**src/rtl/adder_128b_registered_if.sv**
```systemverilog
// rtl/adder_128b_registered_if.sv - operand/result bundle for the registered wide adder
//
// Signals:
//   in0, in1 : WIDTH-bit unsigned operands (driven by master)
//   out0     : WIDTH-bit registered sum (driven by slave)
//   out1     : registered carry-out, sum bit WIDTH (driven by slave)
// Modports:
//   master : drives operands, observes result
//   slave  : observes operands, drives result
interface adder_128b_registered_if #(
    parameter int WIDTH = 128
);
    logic [WIDTH-1:0] in0;
    logic [WIDTH-1:0] in1;
    logic [WIDTH-1:0] out0;
    logic             out1;

    modport master (
        output in0,
        output in1,
        input  out0,
        input  out1
    );

    modport slave (
        input  in0,
        input  in1,
        output out0,
        output out1
    );
endinterface

```
**src/rtl/adder_128b_registered.sv**
```systemverilog
// rtl/adder_128b_registered.sv - registered WIDTH-bit unsigned carry-select adder with carry-out
//
// Ports:
//   clk : system clock, all state updates on rising edge
//   rst : asynchronous active-high reset, clears the result register
//   bus : adder_128b_registered_if.slave
//         in0/in1 operands in, out0 = registered sum[WIDTH-1:0], out1 = registered sum[WIDTH]
// Result {out1,out0} = in0 + in1 appears one rising edge after the operands are presented.
// WIDTH must be a multiple of SEG, and SEG a multiple of 4 (lookahead group size).
module adder_128b_registered #(
    parameter int WIDTH = 128,
    parameter int SEG   = 32
) (
    input  logic                        clk,
    input  logic                        rst,
    adder_128b_registered_if.slave      bus
);

    localparam int NSEG = WIDTH / SEG;

    // One SEG-bit segment built from 4-bit carry-lookahead groups chained
    // group to group. Returns {carry_out, sum}.
    function automatic logic [SEG:0] cla_add(
        input logic [SEG-1:0] a,
        input logic [SEG-1:0] b,
        input logic           cin
    );
        logic [SEG-1:0] g;
        logic [SEG-1:0] p;
        logic [SEG-1:0] s;
        logic [SEG:0]   c;
        logic           grp_g;
        logic           grp_p;
        g    = a & b;
        p    = a ^ b;
        c    = '0;
        c[0] = cin;
        for (int i = 0; i < SEG; i += 4) begin
            c[i+1] = g[i] | (p[i] & c[i]);
            c[i+2] = g[i+1] | (p[i+1] & g[i]) | (p[i+1] & p[i] & c[i]);
            c[i+3] = g[i+2] | (p[i+2] & g[i+1]) | (p[i+2] & p[i+1] & g[i])
                   | (p[i+2] & p[i+1] & p[i] & c[i]);
            // Group generate/propagate give the group carry-out directly
            // from the group carry-in rather than through c[i+3].
            grp_g  = g[i+3] | (p[i+3] & g[i+2]) | (p[i+3] & p[i+2] & g[i+1])
                   | (p[i+3] & p[i+2] & p[i+1] & g[i]);
            grp_p  = p[i+3] & p[i+2] & p[i+1] & p[i];
            c[i+4] = grp_g | (grp_p & c[i]);
        end
        s = p ^ c[SEG-1:0];
        return {c[SEG], s};
    endfunction

    logic [WIDTH-1:0] sum_d;
    logic             cout_d;
    logic [WIDTH-1:0] sum_q;
    logic             cout_q;

    // Carry-select datapath: segment 0 is a plain add; every higher segment
    // computes both carry-in cases in parallel and the lower segment's
    // carry picks one, so only the mux chain is serial across segments.
    always_comb begin
        logic           carry;
        logic [SEG:0]   res0;
        logic [SEG:0]   res1;
        carry  = 1'b0;
        res0   = '0;
        res1   = '0;
        sum_d  = '0;
        {carry, sum_d[SEG-1:0]} = {1'b0, bus.in0[SEG-1:0]} + {1'b0, bus.in1[SEG-1:0]};
        for (int s = 1; s < NSEG; s++) begin
            res0 = cla_add(bus.in0[s*SEG +: SEG], bus.in1[s*SEG +: SEG], 1'b0);
            res1 = cla_add(bus.in0[s*SEG +: SEG], bus.in1[s*SEG +: SEG], 1'b1);
            {carry, sum_d[s*SEG +: SEG]} = carry ? res1 : res0;
        end
        cout_d = carry;
    end

    always_ff @(posedge clk or posedge rst) begin
        if (rst) begin
            sum_q  <= '0;
            cout_q <= 1'b0;
        end else begin
            sum_q  <= sum_d;
            cout_q <= cout_d;
        end
    end

    assign bus.out0 = sum_q;
    assign bus.out1 = cout_q;

endmodule

```
**src/flat_wrapper.sv**
```systemverilog
// flat-port wrapper written by rule: the top's interface ports become plain ports
module adder_128b_registered_flat 
#(
    parameter int WIDTH = 128,
    parameter int SEG   = 32
)
  (clk, rst, bus_in0, bus_in1, bus_out0, bus_out1);
  adder_128b_registered_if #(.WIDTH(WIDTH)) bus_i ();
  input  logic clk;
  input  logic rst;
  input wire logic [$bits(bus_i.in0)-1:0] bus_in0;
  input wire logic [$bits(bus_i.in1)-1:0] bus_in1;
  output wire logic [$bits(bus_i.out0)-1:0] bus_out0;
  output wire logic [$bits(bus_i.out1)-1:0] bus_out1;
  assign bus_i.in0 = bus_in0;
  assign bus_i.in1 = bus_in1;
  assign bus_out0 = bus_i.out0;
  assign bus_out1 = bus_i.out1;
  adder_128b_registered #(.WIDTH(WIDTH), .SEG(SEG)) u_core (.clk(clk), .rst(rst), .bus(bus_i));
endmodule
```
**config.mk**
```make
export PLATFORM = sky130hd
export DESIGN_NAME = adder_128b_registered_flat
export DESIGN_NICKNAME = d
export VERILOG_FILES = /design/src/rtl/adder_128b_registered_if.sv /design/src/rtl/adder_128b_registered.sv /design/src/flat_wrapper.sv
export SDC_FILE = /design/constraint.sdc
export NUM_CORES = 1
export LEC_CHECK = 0
export ABC_AREA = 1
export CAP_MARGIN = 30
export CORE_UTILIZATION = 40
export CTS_CLUSTER_SIZE = 40
export DETAILED_ROUTE_END_ITERATION = 8
export PLACE_DENSITY = 0.88
export SETUP_SLACK_MARGIN = 0.4
export SYNTH_ARGS = -nofsm -noshare
export SYNTH_HDL_FRONTEND = slang
export SYNTH_SLANG_ARGS = --single-unit
```
**constraint.sdc**
```tcl
create_clock -name clk -period 3.83 [get_ports clk]
set_clock_uncertainty 0.2 [all_clocks]
set_input_delay 0.383 -clock clk [delete_from_list [all_inputs] [get_ports clk]]
set_output_delay 0.383 -clock clk [all_outputs]
set_load 0.02 [all_outputs]
```
==> metrics.md, run 1 <==
| Metric | Value |
|---|---|
| Outcome | `finished, final reports clean` |
| Flop pwr share | `28.2%` |
| EDFF count, synth | `0` |
| CTS max path bufs | `2` |
| Worst EP required | `3.96 ns` |
| Hold Path Class | `input pin to register` |
| Antenna Nets Post-Route | `0` |
| Actual slew at the worst max-slew pin | `roughly 0.76 ns` |
| Share of layout cells above drive strength 1 | `roughly 18%` |
| CTS hold repair buffers | `0` |
| Part of the power in the clock network | `28.2%` |
| Drt drc | `0` |
| Num ports | `387` |
| # Max-Cap Violations | `0` |
| Core Rows | `55` |
| Clock sinks | `roughly 130` |
| Initial Util | `40.8%` |
| DR iter-0 viols | `297` |
| Die Wd | `154 µm` |
| Syn nets | `1472` |
| # port buffers | `386` |
| Vias in the first global route | `10000` |
| Setup crit start kind | `input pin` |
| Die ar. | `~0.024 mm²` |
| Average size of a mapped cell | `~8.7 µm²` |
| Mapped Cells | `1061` |
| Synth async-reset ratio | `100%` |
| Pwr/cell area | `394 mW/mm²` |
| Switch share | `34.4%` |
| Fmax | `between 200 and 300 MHz` |
| Worst Setup End Kind | `register` |
| RD Place Congestion | `between 0.8 and 0.9` |
| Slew Limit Fails | `0` |
| Worst-path clk slew | `0.06 ns` |
| VDD IR max | `276 µV` |
| Post-synthesis sequential area ratio | `a little over a third` |
| P_leak | `7.82 nW` |
| Dpl hpwl | `24.5 mm` |
| Final hold vios | `0` |
| All-Layer GR Usage | `25.9%` |
| RSZ-0062 raised after global routing | `true` |
| NetSw | `0.00214 W` |
| Minimum clock period | `about 3.4 ns` |
| First-pass GRT wire length | `48.4 mm` |
| Number of synthesis warnings | `0` |
| Fin crit share | `89.0%` |
| Final Power | `~0.0062 W` |
| Internal power | `between 0.004 and 0.005 W` |
| Gate power share | `43.6%` |
| Initial antenna violation count | `1` |
| H-tree depth | `4` |
| Vias/cell | `5.07` |
| Total core area | `0.0227 mm²` |
| Post-synthesis sequential element count | `129` |
| Die height | `154 µm` |
| DR vias | `approximately 9600` |
| Synth unique cells | `41` |
| Clock Tree Root | `clkbuf_16` |
| Kind of critical path | `input pin to register` |
| DR pass1 iterations | `5` |
| CTS tree | `yes` |
| Total wire length | `32.2 mm` |
| Area Growth Syn to Fin | `69.9%` |
| Overflow after GRT | `0` |
| Most used DFF post-synth | `dfrtp_1` |
| Hold_ws | `0.180 ns` |
| Routed WL per cell | `around 17 µm` |
| Final Setup Violations | `0` |
| Pin count of the biggest net entering global routing | `130` |
| Inserted Clock Buffers | `17` |
| Cell area after synthesis | `just over 0.009 mm²` |
| WP data arrival | `3.54 ns` |
| Slew margin rel. | `49.3%` |
| CP Max Fanout | `2` |
| Post-layout nets | `2005` |
routing by layer:
layer,GRT usage (%),routed length [µm],vias up,share of wire [%]
li1,-,-,4571,-
met1,26.9,11300,4523,35
met2,49.2,17300,403,54
met3,5.49,2030,107,6.3
met4,12.7,1660,0,5.2
met5,0,0,-,0
cell usage in the layout, fill, tap and decap left out, drive strengths merged, types with 3 or more instances in the layout:
| cell type | instances |
|---|---|
| and2 | 3 |
| xor2 | 67 |
| nand4 | 9 |
| fa | 22 |
| inv | 118 |
| a21oi | 83 |
| o211ai | 3 |
| o21bai | 12 |
| dlymetal6s2s | 30 |
| dlygate4sd2 | 6 |
| ha | 131 |
| a21o | 12 |
| a31oi | 5 |
| clkinvlp | 4 |
| xnor2 | 15 |
| clkbuf | 21 |
| nand3 | 70 |
| buf | 130 |
| nand2 | 263 |
| o21ai | 29 |
| nor2 | 72 |
| bufinv | 3 |
| clkdlybuf4s50 | 350 |
| a21boi | 4 |
| dfrtp | 129 |
logic make-up after synthesis:
| group | share of synthesized area [%] |
|---|---|
| and+or+nand+nor | 20.1 |
| xor gates and xnor gates | 7.75 |
| AOI/OAI and AO/OA | 9.89 |
| buffers and inverters | 5.04 |
| DFF | 34.8 |
| adders and majority gates | 22.4 |
state kept, by name, indices dropped and copies added, names as in the netlist:
name,flops
u_core.bus.out1,1
u_core.bus.out0,128
area by class of cell:
class / instances / area [µm²]
clock buffer: 21 / 480
clock inverter: 11 / 149
fill: 1617 / 6960
tap: 285 / 357
multi-input combinational: 814 / 6150
sequential: 129 / 3230
inverter: 116 / 439
timing repair buffer: 516 / 4940
antenna: 1 / 2.50
power groups by stage:
stage | clock (W) | sequential (W) | combinational (W)
after floorplan | 0 | 0.00216 | 0.000837
after global placement | 0 | 0.00177 | 0.00246
after detailed placement | 0 | 0.00177 | 0.00254
after CTS | 0.00178 | 0.00175 | 0.00260
after global routing | 0.00184 | 0.00178 | 0.00289
final | 0.00175 | 0.00175 | 0.00271
Yosys cell counts (all sizes together), types with 3 or more instances:
cell type / n / area [µm²]
nor2: 72 / 270
a31oi: 5 / 31.3
nand3: 70 / 413
a21boi: 4 / 30.0
xnor2: 15 / 131
and2: 3 / 18.8
ha: 131 / 1640
o21ai: 29 / 160
fa: 22 / 440
o211ai: 3 / 22.5
a21o: 12 / 90.1
inv: 116 / 435
xor2: 67 / 587
o21bai: 12 / 90.1
dfrtp: 129 / 3230
a21oi: 83 / 434
nand2: 263 / 1060
nand4: 9 / 56.3
final timing paths:
path,start,to,slack (ns),cells past startpoint
hold / removal,bus_in1[0],u_core.bus.out0[0],0.18,2
min in group asynchronous,rst,u_core.bus.out0[35],0.29,3
setup / recovery,bus_in1[40],u_core.bus.out0[47],0.42,22
max in group asynchronous,rst,u_core.bus.out0[66],2.53,3
per-stage QoR:
stage               worst slack (ns)  instance area, µm²  instances  util [%]  setup TNS [ns]
finish                         0.420               15800       1893      69.4               0
global route                   0.286               15800       1893      69.4               0
CTS                            0.400               15200       1883      66.9               0
detailed placement            -0.365               14200       1824      62.7           -8.40
global placement              -0.239               14200       1824      62.7           -3.53
floorplan                      0.382                9310       1061         -               0
worst max-delay path, cell delays in order:
cell	delay, ns
clkdlybuf4s50_1	0.47
ha_1	0.36
nand3_2	0.12
inv_1	0.11
nand2_2	0.08
buf_4	0.14
buf_4	0.13
buf_4	0.13
buf_4	0.13
buf_4	0.12
buf_4	0.12
buf_4	0.14
buf_4	0.13
buf_4	0.12
buf_4	0.12
buf_4	0.12
nand3_1	0.13
nand3_1	0.11
nand2_2	0.09
nand2_1	0.06
nand2_1	0.08
xor2_1	0.17
what timing repair did:
item                                    in CTS  in global routing
pin swaps                                   17                 39
endpoints found under the setup margin      40                 67
hold endpoints to repair                     0                  0
gates resized for setup                     36                109
buffers inserted                            27                  9
Note: power is estimated with default switching activity, not from simulation.
==> run 2, diff against run 1 <==
--- a/config.mk
+++ b/config.mk
@@ -12,6 +12,7 @@
 export DETAILED_ROUTE_END_ITERATION = 8
 export PLACE_DENSITY = 0.88
 export SETUP_SLACK_MARGIN = 0.4
+export SLEW_MARGIN = 20
 export SYNTH_ARGS = -nofsm -noshare
 export SYNTH_HDL_FRONTEND = slang
 export SYNTH_SLANG_ARGS = --single-unit
==> results of run 2 <==
Same layout as run 1: the final DEF is identical, and so are final timing and power.
==> run 3, diff against run 2 <==
==> constraint.sdc (replaced) <==
create_clock -name clk -period 2.8 [get_ports clk]
set_clock_uncertainty 0.2 [all_clocks]
set_input_delay 0.28 -clock clk [delete_from_list [all_inputs] [get_ports clk]]
set_output_delay 0.28 -clock clk [all_outputs]
set_load 0.02 [all_outputs]
==> metrics.md, run 3 (same netlist as run 1, synthesis figures left out) <==
| Metric | Value |
|---|---|
| Outcome | `complete, but fails checks` |
| Failing checks | `negative setup slack` |
| Part of the power in the clock network | `25.2% (-3.0 points)` |
| Dpl cell area | `0.0156 mm² (+9.4%)` |
| WP data arrival | `3.56 ns (+0.02 ns)` |
| Overflow after GRT | `0 (unchanged)` |
| Num ports | `387 (unchanged)` |
| CP Max Fanout | `4 (+2)` |
| # port buffers | `386 (unchanged)` |
| Final Setup Violations | `83 (+83)` |
| DP Worst Slack | `-1.22 ns (-0.851 ns)` |
| Non-filler cells in the finished layout | `2164 (+14%)` |
| Antenna Nets Post-Route | `0 (unchanged)` |
| Setup TNS | `-21.16 ns (-21.16 ns)` |
| Drt drc | `0 (unchanged)` |
| # Max-Cap Violations | `0 (unchanged)` |
| Worst Setup End Kind | `register` |
| CTS tree | `yes` |
| Gate power share | `51.0% (+7.4 points)` |
| Fin crit share | `122%` |
| Flop pwr share | `23.8% (-4.4 points)` |
| Register area | `0.00323 mm² (unchanged)` |
| Post-layout nets | `2270 (+13%)` |
| Switch share | `37.8% (+3.4 points)` |
| Slew Limit Fails | `0 (unchanged)` |
| Internal power | `0.00640 W (+57%)` |
| Clock sinks | `129 (unchanged)` |
| Share of layout cells above drive strength 1 | `47.9% (+30 points)` |
| Total core area | `0.0227 mm² (unchanged)` |
| NetSw | `0.00390 W (+82%)` |
| DR vias | `12600 (+31%)` |
| Routed WL per cell | `25.9 µm (+52%)` |
| Dpl hpwl | `27.1 mm (+11%)` |
| Final hold vios | `0 (unchanged)` |
| All-Layer GR Usage | `35.9% (+10 points)` |
| Inserted Clock Buffers | `17 (unchanged)` |
| Worst-path clk slew | `0.06 ns (about the same)` |
| Slew margin rel. | `15.6% (-34 points)` |
| Hold Path Class | `input pin to register` |
| Post-route worst setup slack | `-0.621 ns (-1.04 ns)` |
| Worst EP required | `2.94 ns (-1.02 ns)` |
| Area Growth Syn to Fin | `113%` |
| VDD IR max | `341 µV (+24%)` |
| DR pass1 iterations | `5 (unchanged)` |
| Design area | `0.0197 mm² (+25%)` |
| Clock Tree Root | `clkbuf_16` |
| RSZ-0062 raised after global routing | `true` |
| Most common cell after layout, fill and taps aside | `buf_4` |
| Pin count of the biggest net entering global routing | `130 (unchanged)` |
| Minimum clock period | `3.42 ns` |
| Hold_ws | `0.0472 ns (-0.133 ns)` |
| P_leak | `9.45 nW (+21%)` |
| Die Wd | `154 µm (unchanged)` |
| Commonest non-fill, non-tap cells in the layout | `324 x buf_4, 236 x clkdlybuf4s50_1, 145 x nand2_1` |
| Die height | `154 µm (unchanged)` |
| Initial antenna violation count | `10 (+9)` |
| Initial Util | `40.8% (unchanged)` |
| Cells after DPL | `1986 (+8.9%)` |
| Total wire length | `56.0 mm (+74%)` |
| Fmax | `292 MHz` |
| Setup crit start kind | `input pin` |
| RD Place Congestion | `0.937 (+4.4%)` |
| H-tree depth | `4 (unchanged)` |
| Vias in the first global route | `12600 (+25%)` |
| Die ar. | `0.0238 mm² (unchanged)` |
| CTS max path bufs | `2 (unchanged)` |
| Vias/cell | `5.82 (+15%)` |
| Actual slew at the worst max-slew pin | `1.25 ns (+0.492 ns)` |
| Max reg flops | `128 (unchanged)` |
| Core Rows | `55 (unchanged)` |
| DR iter-0 viols | `973 (+230%)` |
| Pwr/cell area | `522 mW/mm² (+32%)` |
| Multi-input logic area | `0.00812 mm² (+32%)` |
| Kind of critical path | `input pin to register` |
| FILL cells | `932 (-42%)` |
| First-pass GRT wire length | `65.4 mm (+35%)` |
==> run 3: timing repair <==
item | in CTS | in global routing
setup endpoints to repair | 115 | 107
hold endpoints to repair | 1 | 0
resized for setup | 550 | 341
setup buffers | 87 | 51
hold buffers | 1 | 0
pin swaps | 183 | 180
gates cloned | 0 | 0
==> run 3: layout make-up <==
type	count	share of cell area (%)
diodes	7	0.0888
clock buffers	20	2.26
clock inverters	12	1.04
inverters	116	2.35
multi-input cells	814	41.2
flip-flops and latches	129	16.4
well taps	285	1.81
repair buffers	781	34.9
==> run 3: layer usage <==
metal / GRT usage, % / part of all wire [%] / vias to the layer above / wire length, µm
met2: 67.2 / 47 / 1081 / 26500
met3: 8.66 / 11 / 490 / 6280
li1: - / - / 5097 / -
met1: 33.5 / 30 / 5924 / 17000
met4: 28.3 / 11 / 6 / 6090
met5: 0 / 0.19 / - / 104
==> run 3: path summary, 6_finish.rpt <==
| check | slack [ns] | depth (start not counted) | startpoint | end |
|---|---|---|---|---|
| worst min-delay path | 0.05 | 2 | bus_in0[68] | u_core.bus.out0[68] |
| max in group asynchronous | 1.49 | 3 | rst | u_core.bus.out0[100] |
| min in group asynchronous | 0.27 | 3 | rst | u_core.bus.out0[24] |
| worst max-delay path | -0.62 | 13 | bus_in1[12] | u_core.bus.out0[31] |
==> run 3: through the flow <==
step / power (W) / util, %
global route: 0.0106 / 86.8
CTS: 0.00920 / 79.7
detailed placement: 0.00623 / 68.6
global placement: 0.00609 / 68.6
floorplan: 0.00412 / -
finish: 0.0103 / 86.9
==> run 3: worst max-delay path, cell delays in order <==
cell and delay (ns):
dlygate4sd2_1 0.27, ha_4 0.29, buf_4 0.10, buf_4 0.13, a21oi_1 0.10, o21ai_0 0.98
nand2_1 0.46, nand2_1 0.27, a221oi_1 0.12, nand2_2 0.18, nand2_2 0.13, nand2_2 0.09
xor2_1 0.14
==> run 3: power groups by stage <==
stage / Sequential [W] / Clock (W) / Combinational (W)
global route: 0.00246 / 0.00266 / 0.00547
floorplan: 0.00295 / 0 / 0.00117
detailed placement: 0.00243 / 0 / 0.00380
CTS: 0.00240 / 0.00255 / 0.00425
finish: 0.00245 / 0.00260 / 0.00525
global placement: 0.00242 / 0 / 0.00366
